**src/rtl/sap1_pkg.sv**
```systemverilog
// Shared constants for the SAP-1 controller/sequencer: opcodes, T-state indices
// and the bit layout of the packed control word.
package sap1_pkg;

    localparam int unsigned OPC_NIB_W = 4;
    localparam int unsigned T_W       = 6;
    localparam int unsigned CW_W      = 12;

    localparam logic [OPC_NIB_W-1:0] OPC_LDA = 4'h0;
    localparam logic [OPC_NIB_W-1:0] OPC_ADD = 4'h1;
    localparam logic [OPC_NIB_W-1:0] OPC_SUB = 4'h2;
    localparam logic [OPC_NIB_W-1:0] OPC_OUT = 4'hE;
    localparam logic [OPC_NIB_W-1:0] OPC_HLT = 4'hF;

    localparam int unsigned T1 = 0;
    localparam int unsigned T2 = 1;
    localparam int unsigned T3 = 2;
    localparam int unsigned T4 = 3;
    localparam int unsigned T5 = 4;
    localparam int unsigned T6 = 5;

    localparam int unsigned CW_CP = 0;
    localparam int unsigned CW_EP = 1;
    localparam int unsigned CW_LM = 2;
    localparam int unsigned CW_CE = 3;
    localparam int unsigned CW_LI = 4;
    localparam int unsigned CW_EI = 5;
    localparam int unsigned CW_LA = 6;
    localparam int unsigned CW_EA = 7;
    localparam int unsigned CW_SU = 8;
    localparam int unsigned CW_EU = 9;
    localparam int unsigned CW_LB = 10;
    localparam int unsigned CW_LO = 11;

    typedef logic [CW_W-1:0] ctrl_word_t;

endpackage

```
**src/rtl/sap1_controller_sequencer_if.sv**
```systemverilog
// Sequencer-to-datapath bundle: mode/opcode inputs, T-state, status and control strobes.
interface sap1_controller_sequencer_if #(
    parameter int unsigned OPC_W = 4
);
    logic             run;
    logic             step;
    logic [OPC_W-1:0] opcode;
    logic [5:0]       t_state;
    logic             halted;
    logic             clr_out;
    logic             cp, ep, lm, ce, li, ei, la, ea, su, eu, lb, lo;

    modport master (
        input  run, step, opcode,
        output t_state, halted, clr_out,
        output cp, ep, lm, ce, li, ei, la, ea, su, eu, lb, lo
    );

    modport slave (
        output run, step, opcode,
        input  t_state, halted, clr_out,
        input  cp, ep, lm, ce, li, ei, la, ea, su, eu, lb, lo
    );
endinterface

```
**src/rtl/sap1_ring_counter.sv**
```systemverilog
// One-hot T1..T6 ring counter with hold, rotate and synchronous jump back to T1.
module sap1_ring_counter
    import sap1_pkg::*;
(
    input  logic           clk,
    input  logic           clr_n,
    input  logic           adv,
    input  logic           restart,
    output logic [T_W-1:0] t_state
);

    localparam logic [T_W-1:0] T1_OH = T_W'(1);

    logic [T_W-1:0] state_q;
    logic [T_W-1:0] state_d;

    always_ff @(posedge clk or negedge clr_n) begin
        if (!clr_n) state_q <= T1_OH;
        else        state_q <= state_d;
    end

    always_comb begin
        state_d = state_q;
        if (restart)  state_d = T1_OH;
        else if (adv) state_d = {state_q[T_W-2:0], state_q[T_W-1]};
    end

    always_comb begin
        t_state = state_q;
    end

endmodule

```
**src/rtl/sap1_controller_sequencer.sv**
```systemverilog
// SAP-1 control/sequencer: T-state ring, opcode decode into one control word per
// advancing cycle, free-run/single-step gating and sticky halt.
module sap1_controller_sequencer
    import sap1_pkg::*;
#(
    parameter int unsigned OPC_W    = 4,
    parameter bit          SKIP_NOP = 1'b0
) (
    input  logic                        clk,
    input  logic                        clr_n,
    sap1_controller_sequencer_if.master bus
);

    logic [T_W-1:0]       t_state;
    logic [OPC_NIB_W-1:0] op_nib;
    logic                 halted_q;
    logic                 clr_out_q;
    logic                 advance_c;
    logic                 hlt_hit_c;
    logic                 short_op_c;
    logic                 restart_c;
    ctrl_word_t           cw_dec;
    ctrl_word_t           cw_c;

    assign op_nib    = OPC_NIB_W'(bus.opcode);
    assign advance_c = ~halted_q & ~clr_out_q & (bus.run | bus.step);

    // HLT freezes the ring on the very edge it is decoded in T4
    assign hlt_hit_c  = advance_c & t_state[T4] & (op_nib == OPC_HLT);
    assign short_op_c = (op_nib != OPC_ADD) & (op_nib != OPC_SUB)
                      & (op_nib != OPC_LDA) & (op_nib != OPC_HLT);
    assign restart_c  = SKIP_NOP & advance_c &
                        ((t_state[T5] & (op_nib == OPC_LDA)) | (t_state[T4] & short_op_c));

    sap1_ring_counter u_ring (
        .clk     (clk),
        .clr_n   (clr_n),
        .adv     (advance_c & ~hlt_hit_c),
        .restart (restart_c),
        .t_state (t_state)
    );

    // clr_out is asserted during reset and drops on the first edge after release
    always_ff @(posedge clk or negedge clr_n) begin
        if (!clr_n) begin
            clr_out_q <= 1'b1;
            halted_q  <= 1'b0;
        end else begin
            clr_out_q <= 1'b0;
            if (hlt_hit_c) halted_q <= 1'b1;
        end
    end

    always_comb begin
        cw_dec = '0;
        casez ({t_state, op_nib})
            {6'b000001, 4'b????}: begin cw_dec[CW_EP] = 1'b1; cw_dec[CW_LM] = 1'b1; end
            {6'b000010, 4'b????}: begin cw_dec[CW_CP] = 1'b1; end
            {6'b000100, 4'b????}: begin cw_dec[CW_CE] = 1'b1; cw_dec[CW_LI] = 1'b1; end
            {6'b001000, OPC_LDA},
            {6'b001000, OPC_ADD},
            {6'b001000, OPC_SUB}: begin cw_dec[CW_EI] = 1'b1; cw_dec[CW_LM] = 1'b1; end
            {6'b001000, OPC_OUT}: begin cw_dec[CW_EA] = 1'b1; cw_dec[CW_LO] = 1'b1; end
            {6'b010000, OPC_LDA}: begin cw_dec[CW_CE] = 1'b1; cw_dec[CW_LA] = 1'b1; end
            {6'b010000, OPC_ADD},
            {6'b010000, OPC_SUB}: begin cw_dec[CW_CE] = 1'b1; cw_dec[CW_LB] = 1'b1; end
            {6'b100000, OPC_ADD}: begin cw_dec[CW_EU] = 1'b1; cw_dec[CW_LA] = 1'b1; end
            {6'b100000, OPC_SUB}: begin
                cw_dec[CW_EU] = 1'b1; cw_dec[CW_LA] = 1'b1; cw_dec[CW_SU] = 1'b1;
            end
            default: cw_dec = '0;
        endcase
    end

    // A stalled cycle must never load a register or count the PC
    always_comb begin
        cw_c = '0;
        if (advance_c) cw_c = cw_dec;
    end

    assign bus.t_state = t_state;
    assign bus.halted  = halted_q;
    assign bus.clr_out = clr_out_q;
    assign bus.cp      = cw_c[CW_CP];
    assign bus.ep      = cw_c[CW_EP];
    assign bus.lm      = cw_c[CW_LM];
    assign bus.ce      = cw_c[CW_CE];
    assign bus.li      = cw_c[CW_LI];
    assign bus.ei      = cw_c[CW_EI];
    assign bus.la      = cw_c[CW_LA];
    assign bus.ea      = cw_c[CW_EA];
    assign bus.su      = cw_c[CW_SU];
    assign bus.eu      = cw_c[CW_EU];
    assign bus.lb      = cw_c[CW_LB];
    assign bus.lo      = cw_c[CW_LO];

endmodule

```
**src/flat_wrapper.sv**
```systemverilog
// flat-port wrapper written by rule: the top's interface ports become plain ports
module sap1_controller_sequencer_flat import sap1_pkg::*;
#(
    parameter int unsigned OPC_W    = 4,
    parameter bit          SKIP_NOP = 1'b0
)
  (clk, clr_n, bus_run, bus_step, bus_opcode, bus_t_state, bus_halted, bus_clr_out, bus_cp, bus_ep, bus_lm, bus_ce, bus_li, bus_ei, bus_la, bus_ea, bus_su, bus_eu, bus_lb, bus_lo);
  sap1_controller_sequencer_if #(.OPC_W(OPC_W)) bus_i ();
  input  logic clk;
  input  logic clr_n;
  input wire logic [$bits(bus_i.run)-1:0] bus_run;
  input wire logic [$bits(bus_i.step)-1:0] bus_step;
  input wire logic [$bits(bus_i.opcode)-1:0] bus_opcode;
  output wire logic [$bits(bus_i.t_state)-1:0] bus_t_state;
  output wire logic [$bits(bus_i.halted)-1:0] bus_halted;
  output wire logic [$bits(bus_i.clr_out)-1:0] bus_clr_out;
  output wire logic [$bits(bus_i.cp)-1:0] bus_cp;
  output wire logic [$bits(bus_i.ep)-1:0] bus_ep;
  output wire logic [$bits(bus_i.lm)-1:0] bus_lm;
  output wire logic [$bits(bus_i.ce)-1:0] bus_ce;
  output wire logic [$bits(bus_i.li)-1:0] bus_li;
  output wire logic [$bits(bus_i.ei)-1:0] bus_ei;
  output wire logic [$bits(bus_i.la)-1:0] bus_la;
  output wire logic [$bits(bus_i.ea)-1:0] bus_ea;
  output wire logic [$bits(bus_i.su)-1:0] bus_su;
  output wire logic [$bits(bus_i.eu)-1:0] bus_eu;
  output wire logic [$bits(bus_i.lb)-1:0] bus_lb;
  output wire logic [$bits(bus_i.lo)-1:0] bus_lo;
  assign bus_i.run = bus_run;
  assign bus_i.step = bus_step;
  assign bus_i.opcode = bus_opcode;
  assign bus_t_state = bus_i.t_state;
  assign bus_halted = bus_i.halted;
  assign bus_clr_out = bus_i.clr_out;
  assign bus_cp = bus_i.cp;
  assign bus_ep = bus_i.ep;
  assign bus_lm = bus_i.lm;
  assign bus_ce = bus_i.ce;
  assign bus_li = bus_i.li;
  assign bus_ei = bus_i.ei;
  assign bus_la = bus_i.la;
  assign bus_ea = bus_i.ea;
  assign bus_su = bus_i.su;
  assign bus_eu = bus_i.eu;
  assign bus_lb = bus_i.lb;
  assign bus_lo = bus_i.lo;
  sap1_controller_sequencer #(.OPC_W(OPC_W), .SKIP_NOP(SKIP_NOP)) u_core (.clk(clk), .clr_n(clr_n), .bus(bus_i));
endmodule
```
**config.mk**
```make
export PLATFORM = sky130hd
export DESIGN_NAME = sap1_controller_sequencer_flat
export DESIGN_NICKNAME = d
export VERILOG_FILES = /design/src/rtl/sap1_pkg.sv /design/src/rtl/sap1_controller_sequencer_if.sv /design/src/rtl/sap1_ring_counter.sv /design/src/rtl/sap1_controller_sequencer.sv /design/src/flat_wrapper.sv
export SDC_FILE = /design/constraint.sdc
export NUM_CORES = 1
export LEC_CHECK = 0
export CORE_AREA = 2 2 44 46
export DETAILED_ROUTE_END_ITERATION = 7
export DIE_AREA = 0 0 46 48
export PLACE_DENSITY_LB_ADDON = 0.2
export SYNTH_ARGS = -nofsm -noshare
export SYNTH_HDL_FRONTEND = slang
export SYNTH_SLANG_ARGS = --single-unit
```
**constraint.sdc**
```tcl
create_clock -name clk -period 1.7 [get_ports clk]
set_clock_uncertainty 0.1 [all_clocks]
set_input_delay 0.34 -clock clk [delete_from_list [all_inputs] [get_ports clk]]
set_output_delay 0.34 -clock clk [all_outputs]
set_load 0.005 [all_outputs]
```
# After elaboration in Yosys (flattened, before gate mapping)
# Cells that the tools add are included.
op_classes:
  n_eq_ne: 13
  muxes: 12
  bitwise_logic: 9
  reduce_logical: 6
ops:
  columns: ["operator", "n"]
  rows:
  - ["$eq A10 B8 Y1 const B", 4]
  - ["$eq A10 B9 Y1 const B", 3]
  - ["$eq A10 B10 Y1 const B", 2]
  - ["$mux W12", 1]
  - ["$mux W1", 11]
  - ["$reduce_or A4 Y1", 2]
  - ["$eq A6 B1 Y1 const B", 1]
  - ["$eq A6 B2 Y1 const B", 1]
  - ["$eq A6 B3 Y1 const B", 1]
  - ["$reduce_or A3 Y1", 2]
  - ["$and A1 B1 Y1", 5]
  - ["$eq A4 B4 Y1 const B", 1]
  - ["$reduce_or A2 Y1", 2]
  - ["$not A1 Y1", 3]
  - ["$or A1 B1 Y1", 1]
word_totals:
  reg_bits: 8
  input_bits: 8
  output_inout_bits: 20
  elab_cells: 43

# Logic depth before layout (Yosys ltp)
# Gate-level depths: netlist of the first run.
depth:
  word_depth: 7
  ltp_mapped: 4
  depth_no_buf: 3

# Hierarchy
# A second synthesis of the first run with hierarchy kept.
unflattened:
  hier_cells: 63
  hier_area_um2: 585.6
modules_own_cells:
  columns: ["module", "instances", "cells_per_inst", "area_per_inst_um2", "seq_area_each_um2"]
  rows:
  - ["sap1_controller_sequencer", 1, 44, 336.6, 51.3]
  - ["sap1_ring_counter", 1, 19, 249.0, 151.4]

# Least setup slack after synthesis of the first run
# No wires, ideal clock.
synth_path:
  path_type: "register to output"
  start: "register u_core.u_ring.state_q[4] (netlist: u_core.u_ring.t_state[4])"
  end: "output bus_lo"
  t_arrival_ps: 1520
  t_required_ps: 1260
  path_slack_ps: -260
  path_stages_with_launch: 4
  n_path_buf: 1
  cell_sequence: "dfrtp_1 or4_4 nor4b_2 buf_4"
synth_via:
  elab_chain_cells: 3
synth_lines:
  columns: ["element", "line_no", "rtl"]
  rows:
  - ["from (decl)", "sap1_ring_counter.sv:14", "logic [T_W-1:0] state_q;"]
  - ["from (signal assigned)", "sap1_ring_counter.sv:19", "else state_q <= state_d;"]
  - ["$eq A10 B8 Y1", "sap1_controller_sequencer.sv:56", "casez ({t_state, op_nib})"]
  - ["$mux W1", "sap1_controller_sequencer.sv:56", null]
  - ["$mux W12", "sap1_controller_sequencer.sv:78", "if (advance_c) cw_c = cw_dec;"]
  - ["to (decl)", "flat_wrapper.sv:28", "output wire logic [$bits(bus_i.lo)-1:0] bus_lo;"]
# No other way between the ends.

# Final worst setup path of the first run
# Ends and elaborated chain as after synthesis.

==> flow_metrics.py, run 1 <==
metrics = {
    "yosys": {
        "async_flop_share": 1.00,
        "synth_edf_count": 0,
        "ys_top_cells_by_count": "6 x dfrtp_1, 4 x mux2_2, 4 x nand2b_1, 4 x nor3_1",
        "yosysTopAreaCellShare": 0.258,
        "synth_nets": 66,
        "avgSynthCellArea_um2": 10.1,
        "ys_ff_latch": 8,
        "yosysWarningCount": 0,
        "syn_inst": 58,
        "syn_area_um2": 583,
        "yosysMostFrequentCell": "dfrtp_1",
        "ys.flop_type": "dfrtp_1",
        "ys_top_cells_by_area": "dfrtp_1 26%, dfstp_2 9.0%, mux2_2 7.7%",
        "ys_seq_area_frac": 0.348,
        "yosysTopAreaCell": "dfrtp_1",
        "ys_types": 32,
    },
    "floorplanning": {
        "die-area_um2": 2210,
        "core_um2": 1690,
        "die_x_um": 46,
        "ios": 28,
        "initial_utilization": 0.345,
        "fp.dieH_um": 48,
        "rows": 15,
    },
    "clocking": {
        "clk_latency_ns": 0.25,
        "cts_tree": "done",
        "htreeDepth": 1,
        "cts_root_buffer": "clkbuf_4",
        "ctsHoldBuffers": 0,
        "clock_path_buffers": 2,
        "cts.sinks": 8,
        "numCtsBuffers": 3,
        "path_clk_slew_ns": 0.05,
    },
    "global_routing": {
        "antenna_found_initial": 0,
        "grt_pass1_vias": 706,
        "grtUsageTotal": 0.215,
        "grt_remaining_overflow": 0,
        "grt_pass1_wl_mm": 3.28,
        "grt_max_degree": 10,
    },
    "cells_and_area": {
        "layout-drive-gt1-share": 0.686,
        "area_delta_synth_final_pct": 118,
        "nets": 130,
        "fin_util": 0.752,
        "fillers": 125,
        "num_antenna_cells": 0,
    },
    "worst_setup_path": {
        "worstRegToRegCells": 5,
        "cp-startpoint": "u_core.u_ring.t_state[4]",
        "reg2reg_from": "u_core.u_ring.t_state[3]",
        "crit_type": "register to output pin",
        "required_ns": 1.26,
        "worstPathArrival_ns": 1.76,
        "rrSetupSlack_ns": 0.03,
        "cp-start-kind": "register",
        "rr_endpoint": "u_core.u_ring.t_state[1]",
        "crit_path_max_fanout": 3,
        "end_kind": "output pin",
    },
    "detailed_routing": {
        "route.detailed.drc": 0,
        "vias": 730,
        "drtAntennaViolNets": 0,
        "first_pass_iters": 4,
        "drt_iter0_markers": 12,
        "viasPerCell": 5.29,
        "routed_wl_mm": 2.25,
        "routedWlPerCell_um": 16.3,
    },
    "timing": {
        "drv_slew": 0,
        "min_period_ns": 2.20,
        "max_freq_mhz": 455,
        "rsz0062_at_grt": "yes",
        "finalSetupViolations": 12,
        "hold_viol": 0,
        "tns_ns": -4.66,
        "setup_ws_ns": -0.498,
        "period_share": 1.29,
    },
    "power": {
        "power_density_nw_per_um2": 342,
        "power.leakage_nw": 0.586,
        "ir_worst_vdd_v": 0.000390,
    },
    "outcome": {
        "violations": "setup timing",
        "status": "finished, violations left",
    },
    "job": {
        "maxCapViolCount": 0,
    },
    "hold_path": {
        "hold_class": "input pin to asynchronous set/reset pin",
    },
    "placed_design": {
        "hpwl_mm": 1.31,
        "portBuffers": 27,
        "gp_congestion": 0.778,
    },
}
-- worst max-delay path: stages (launching register included) --
cell     delay [ns]
dfrtp_2        0.41
or4_4          0.58
buf_12         0.16
nor4b_4        0.20
buf_2          0.15
-- per-layer routing --
| metal | vias up | wire length (um) | global-route usage |
|---|---|---|---|
| met4 | 0 | 10 | 0.103 |
| met1 | 351 | 853 | 0.253 |
| met3 | 2 | 99 | 0.0226 |
| met2 | 25 | 1290 | 0.389 |
| met5 | - | 0 | 0 |
| li1 | 352 | - | - |
-- cell families after synthesis --
family,share of synthesized area
other,0.00643
flip-flops,0.348
XOR/XNOR,0.0150
multiplexers,0.0772
buffers and inverters,0.0193
AO/OA/AOI/OAI,0.176
AND/OR/NAND/NOR,0.358
-- worst max path at each step --
stage              to  cells past startpoint
6_report       bus_lo                      4
5_1_grt        bus_lo                      4
4_1_cts        bus_cp                      5
3_5_place_dp   bus_lo                      5
3_3_place_gp   bus_cp                      5
2_1_floorplan  bus_lo                      3
-- cell type report --
| cell class | count | area, um2 | area share |
|---|---|---|---|
| Clock buffer | 4 | 26.3 | 0.0207 |
| Inverter | 1 | 3.75 | 0.00296 |
| Multi-Input combinational cell | 48 | 502 | 0.395 |
| Sequential cell | 8 | 206 | 0.163 |
| Tap cell | 17 | 21.3 | 0.0167 |
| Timing Repair Buffer | 60 | 510 | 0.402 |
-- registers in the layout (all words and copies together) (netlist names) --
signal and cells:
u_core.bus.clr_out 1, u_core.bus.halted 1, u_core.u_ring.t_state 6
-- through the flow --
step	hold WS (ns)	cells	total power [mW]	setup WS [ns]	cell area, um2
after floorplan	-0.0556	58	0.224	-0.215	601
after global placement	0.529	121	0.277	-0.997	1030
after detailed placement	0.533	121	0.278	-1.00	1030
after CTS	0.255	133	0.440	-0.604	1170
after global routing	0.261	138	0.462	-0.549	1270
final	0.255	138	0.434	-0.498	1270
-- power breakdown --
group	internal [mW]	switching (mW)	leakage (nW)
logic	0.0478	0.0403	0.477
registers	0.194	0.00157	0.0939
clock network	0.0895	0.0606	0.0150
total	0.332	0.102	0.586
-- layout by cell type, fill, tap and decap left out, drive strengths merged, types with 2 or more instances in the layout --
cell type and instances:
nor2b 2, nor4b 3, mux2 4, dfstp 2, nand2 3, nor4 3
nand3 3, dfrtp 6, dlygate4sd2 10, nor3 4, a211oi 3, clkbuf 6
clkdlybuf4s15 2, o21ai 3, nand2b 4, dlymetal6s2s 2, buf 43
-- repair_timing --
| item | CTS | global route |
|---|---|---|
| resized for setup | 80 | 20 |
| pin swaps | 7 | 6 |
| endpoints found under the hold margin | 0 | 0 |
| buffers inserted | 8 | 5 |
| endpoints found under the setup margin | 22 | 19 |
Note: power is estimated with default switching activity, not from simulation.
==> run 2: changes to the inputs <==
--- a/config.mk
+++ b/config.mk
@@ -5,10 +5,11 @@
 export SDC_FILE = /design/constraint.sdc
 export NUM_CORES = 1
 export LEC_CHECK = 0
-export CORE_AREA = 2 2 44 46
+export ABC_AREA = 1
+export CORE_AREA = 2 2 42 44
 export DETAILED_ROUTE_END_ITERATION = 7
-export DIE_AREA = 0 0 46 48
-export PLACE_DENSITY_LB_ADDON = 0.2
+export DIE_AREA = 0 0 44 46
+export PLACE_DENSITY = 0.79
 export SYNTH_ARGS = -nofsm -noshare
 export SYNTH_HDL_FRONTEND = slang
 export SYNTH_SLANG_ARGS = --single-unit
==> constraint.sdc (replaced) <==
create_clock -name clk -period 2.28 [get_ports clk]
set_clock_uncertainty 0.1 [all_clocks]
set_input_delay 0.456 -clock clk [delete_from_list [all_inputs] [get_ports clk]]
set_output_delay 0.456 -clock clk [all_outputs]
set_load 0.005 [all_outputs]
==> run 2 against run 1 <==
The run now ends clean. Power is 30% lower. Die area decreased by 8.3%. Largest power group unchanged. Critical path type is now input pin to output pin. Global-route usage shrank 5.0 points. Critical endpoint is now bus_la. Sequential share of layout area up 3.6 points. Register-to-register slack improved by 0.67 ns.
==> flow_metrics.py, run 2 <==
metrics = {
    "outcome": {
        "status": "finished clean",
    },
    "global_routing": {
        "grt_remaining_overflow": 0,
        "grt_max_degree": 11,
        "grt_pass1_wl_mm": 2.43,
        "grtUsageTotal": 0.165,
        "grt_pass1_vias": 624,
        "antenna_found_initial": 0,
    },
    "worst_setup_path": {
        "crit_path_max_fanout": 2,
        "rrSetupSlack_ns": 0.70,
        "worstPathArrival_ns": 1.64,
        "cp_num_buf_inv": 4,
        "required_ns": 1.72,
        "end_kind": "output pin",
        "worstRegToRegCells": 9,
        "crit_type": "input pin to output pin",
        "cp_slowest_cell": "dlygate4sd2_1",
        "rr_endpoint": "u_core.u_ring.t_state[3]",
        "reg2reg_from": "u_core.bus.clr_out",
        "cp-startpoint": "bus_opcode[2]",
        "cp-start-kind": "input pin",
        "slowest_delay_ns": 0.26,
        "path_cells": "dlygate4sd2_1, nor2_2, buf_4, nand3_2, nor2_2, buf_4, nand3_2, nand2_1, dlygate4sd2_1",
        "cp_num_cells": 9,
        "critPathTopFamily": "buffers and inverters",
    },
    "yosys": {
        "synthAdderAreaFrac": 0,
        "yosysMostFrequentCell": "nand2_1",
        "yosysWarningCount": 0,
        "ys_ff_latch": 8,
        "synth_compound_area_frac": 0.0524,
        "ys.flop_type": "dfrtp_1",
        "ys_top_cells_by_count": "21 x nand2_1, 15 x inv_1, 14 x nor2_1",
        "yosysTopAreaCellShare": 0.262,
        "ys_seq_area_frac": 0.354,
        "async_flop_share": 1.00,
        "ys_types": 20,
        "synth-simple-area-share": 0.476,
        "synth_top_family_by_area": "simple AND/OR/NAND/NOR gates",
        "yosysTopAreaCell": "dfrtp_1",
        "synth_edf_count": 0,
        "muxShareOfSynthArea": 0,
        "ys_top_cells_by_area": "dfrtp_1 26%, nand2_1 14%, inv_1 9.8%",
        "syn_area_um2": 573,
        "avgSynthCellArea_um2": 6.66,
        "synth_nets": 94,
        "syn_inst": 86,
        "synth-xor-area-share": 0,
    },
    "clocking": {
        "htreeDepth": 1,
        "clock_path_buffers": 2,
        "cts_tree": "done",
        "cts_root_buffer": "clkbuf_4",
        "ctsHoldBuffers": 0,
        "path_clk_slew_ns": 0.05,
        "numCtsBuffers": 3,
        "clk_latency_ns": 0.24,
        "cts.sinks": 8,
    },
    "placed_design": {
        "gp_congestion": 0.837,
        "hpwl_mm": 1.19,
        "portBuffers": 27,
        "post-place-ws_ns": -0.259,
    },
    "timing": {
        "max_freq_mhz": 456,
        "rsz0062_at_grt": "yes",
        "min_period_ns": 2.19,
        "period_share": 0.962,
        "drv_slew": 0,
        "finalSetupViolations": 0,
        "tns_ns": 0,
        "setup_ws_ns": 0.0861,
        "hold_viol": 0,
    },
    "floorplanning": {
        "fp.dieH_um": 46,
        "initial_utilization": 0.355,
        "die-area_um2": 2020,
        "rows": 15,
        "core_um2": 1610,
        "ios": 28,
        "die_x_um": 44,
    },
    "cells_and_area": {
        "num_antenna_cells": 0,
        "final_common_cell": "nand2_1",
        "largest_reg_flops": 6,
        "layout_common_cells": "21 x nand2_1, 17 x buf_4, 16 x dlygate4sd2_1",
        "fillers": 148,
        "layout-drive-gt1-share": 0.308,
        "nets": 143,
        "area_delta_synth_final_pct": 80.8,
    },
    "detailed_routing": {
        "routedWlPerCell_um": 10.7,
        "first_pass_iters": 4,
        "vias": 702,
        "viasPerCell": 4.68,
        "drt_iter0_markers": 19,
        "route.detailed.drc": 0,
        "drtAntennaViolNets": 0,
        "routed_wl_mm": 1.60,
    },
    "hold_path": {
        "hold_class": "input pin to asynchronous set/reset pin",
    },
    "job": {
        "maxCapViolCount": 0,
    },
    "power": {
        "power.leakage_nw": 0.598,
        "ir_worst_vdd_v": 0.000308,
        "power_density_nw_per_um2": 294,
    },
}
run 2: cell count changes in the layout (fill, tap and decap cells not counted), sizes merged, moves of 6 or more:
| cell | previous run | this run |
|---|---|---|
| dlygate4sd2 | 10 | 16 |
| inv | 1 | 15 |
| clkdlybuf4s50 | 1 | 9 |
| nor2 | 1 | 19 |
| nand2 | 3 | 24 |
| buf | 43 | 18 |
run 2: logic make-up (layout without fill, tap and decap cells):
logic type,count (synthesis),count (layout)
and+or+nand+nor,55,55
buffers and inverters,16,63
DFF,8,8
AOI/OAI and AO/OA,6,6
other,1,1
run 2: per-layer routing:
metal | wire length (um) | vias up | global-route usage | share of wire
li1 | - | 362 | - | -
met1 | 611 | 313 | 0.171 | 0.38
met2 | 863 | 22 | 0.300 | 0.54
met3 | 86 | 5 | 0.0317 | 0.054
met4 | 37 | 0 | 0.109 | 0.023
met5 | 0 | - | 0 | 0
run 2: cell type report:
class | count | area [um2] | share of cell area
multi-input cells | 62 | 337 | 0.325
flip-flops and latches | 8 | 205 | 0.198
clock buffers | 3 | 22.5 | 0.0217
repair buffers | 45 | 394 | 0.380
well taps | 17 | 21.3 | 0.0205
inverters | 15 | 56.3 | 0.0543
run 2: worst max path at each step:
| stage | to | slack (ns) |
|---|---|---|
| 5_1_grt | bus_lm | -0.01 |
| 4_1_cts | bus_lm | -0.08 |
| 3_3_place_gp | bus_ce | -0.22 |
| 3_5_place_dp | bus_ce | -0.26 |
| 6_report | bus_la | 0.09 |
| 2_1_floorplan | bus_lo | 0.65 |
run 2: power by group:
part	switching (mW)	internal, mW	leakage (nW)
logic	0.0250	0.0273	0.502
clock network	0.0379	0.0595	0.0138
registers	0.00643	0.149	0.0824
total	0.0694	0.236	0.598
run 2: worst reg2reg max path, stage by stage, from the launching register on:
cell	delay (ns)
dfstp_2	0.54
inv_1	0.04
nand2_1	0.09
nor2_4	0.06
buf_4	0.15
buf_4	0.12
buf_4	0.14
nand2_4	0.11
nand2_1	0.06
o21ai_1	0.08
run 2: timing repair:
item	in CTS	in global routing
cloned	0	0
setup buffers	9	4
pin swaps	8	2
endpoints found under the setup margin	12	7
gates resized for setup	21	9
run 2: metrics by stage:
stage | hold WS (ns) | utilization | area, um2 | cells | power [mW]
2_1_floorplan | 0.0604 | - | 573 | 86 | 0.173
3_3_place_gp | 0.384 | 0.554 | 895 | 134 | 0.205
3_5_place_dp | 0.384 | 0.554 | 895 | 134 | 0.207
4_1_cts | 0.381 | 0.608 | 981 | 146 | 0.310
5_1_grt | 0.382 | 0.642 | 1040 | 150 | 0.327
6_report | 0.380 | 0.642 | 1040 | 150 | 0.305
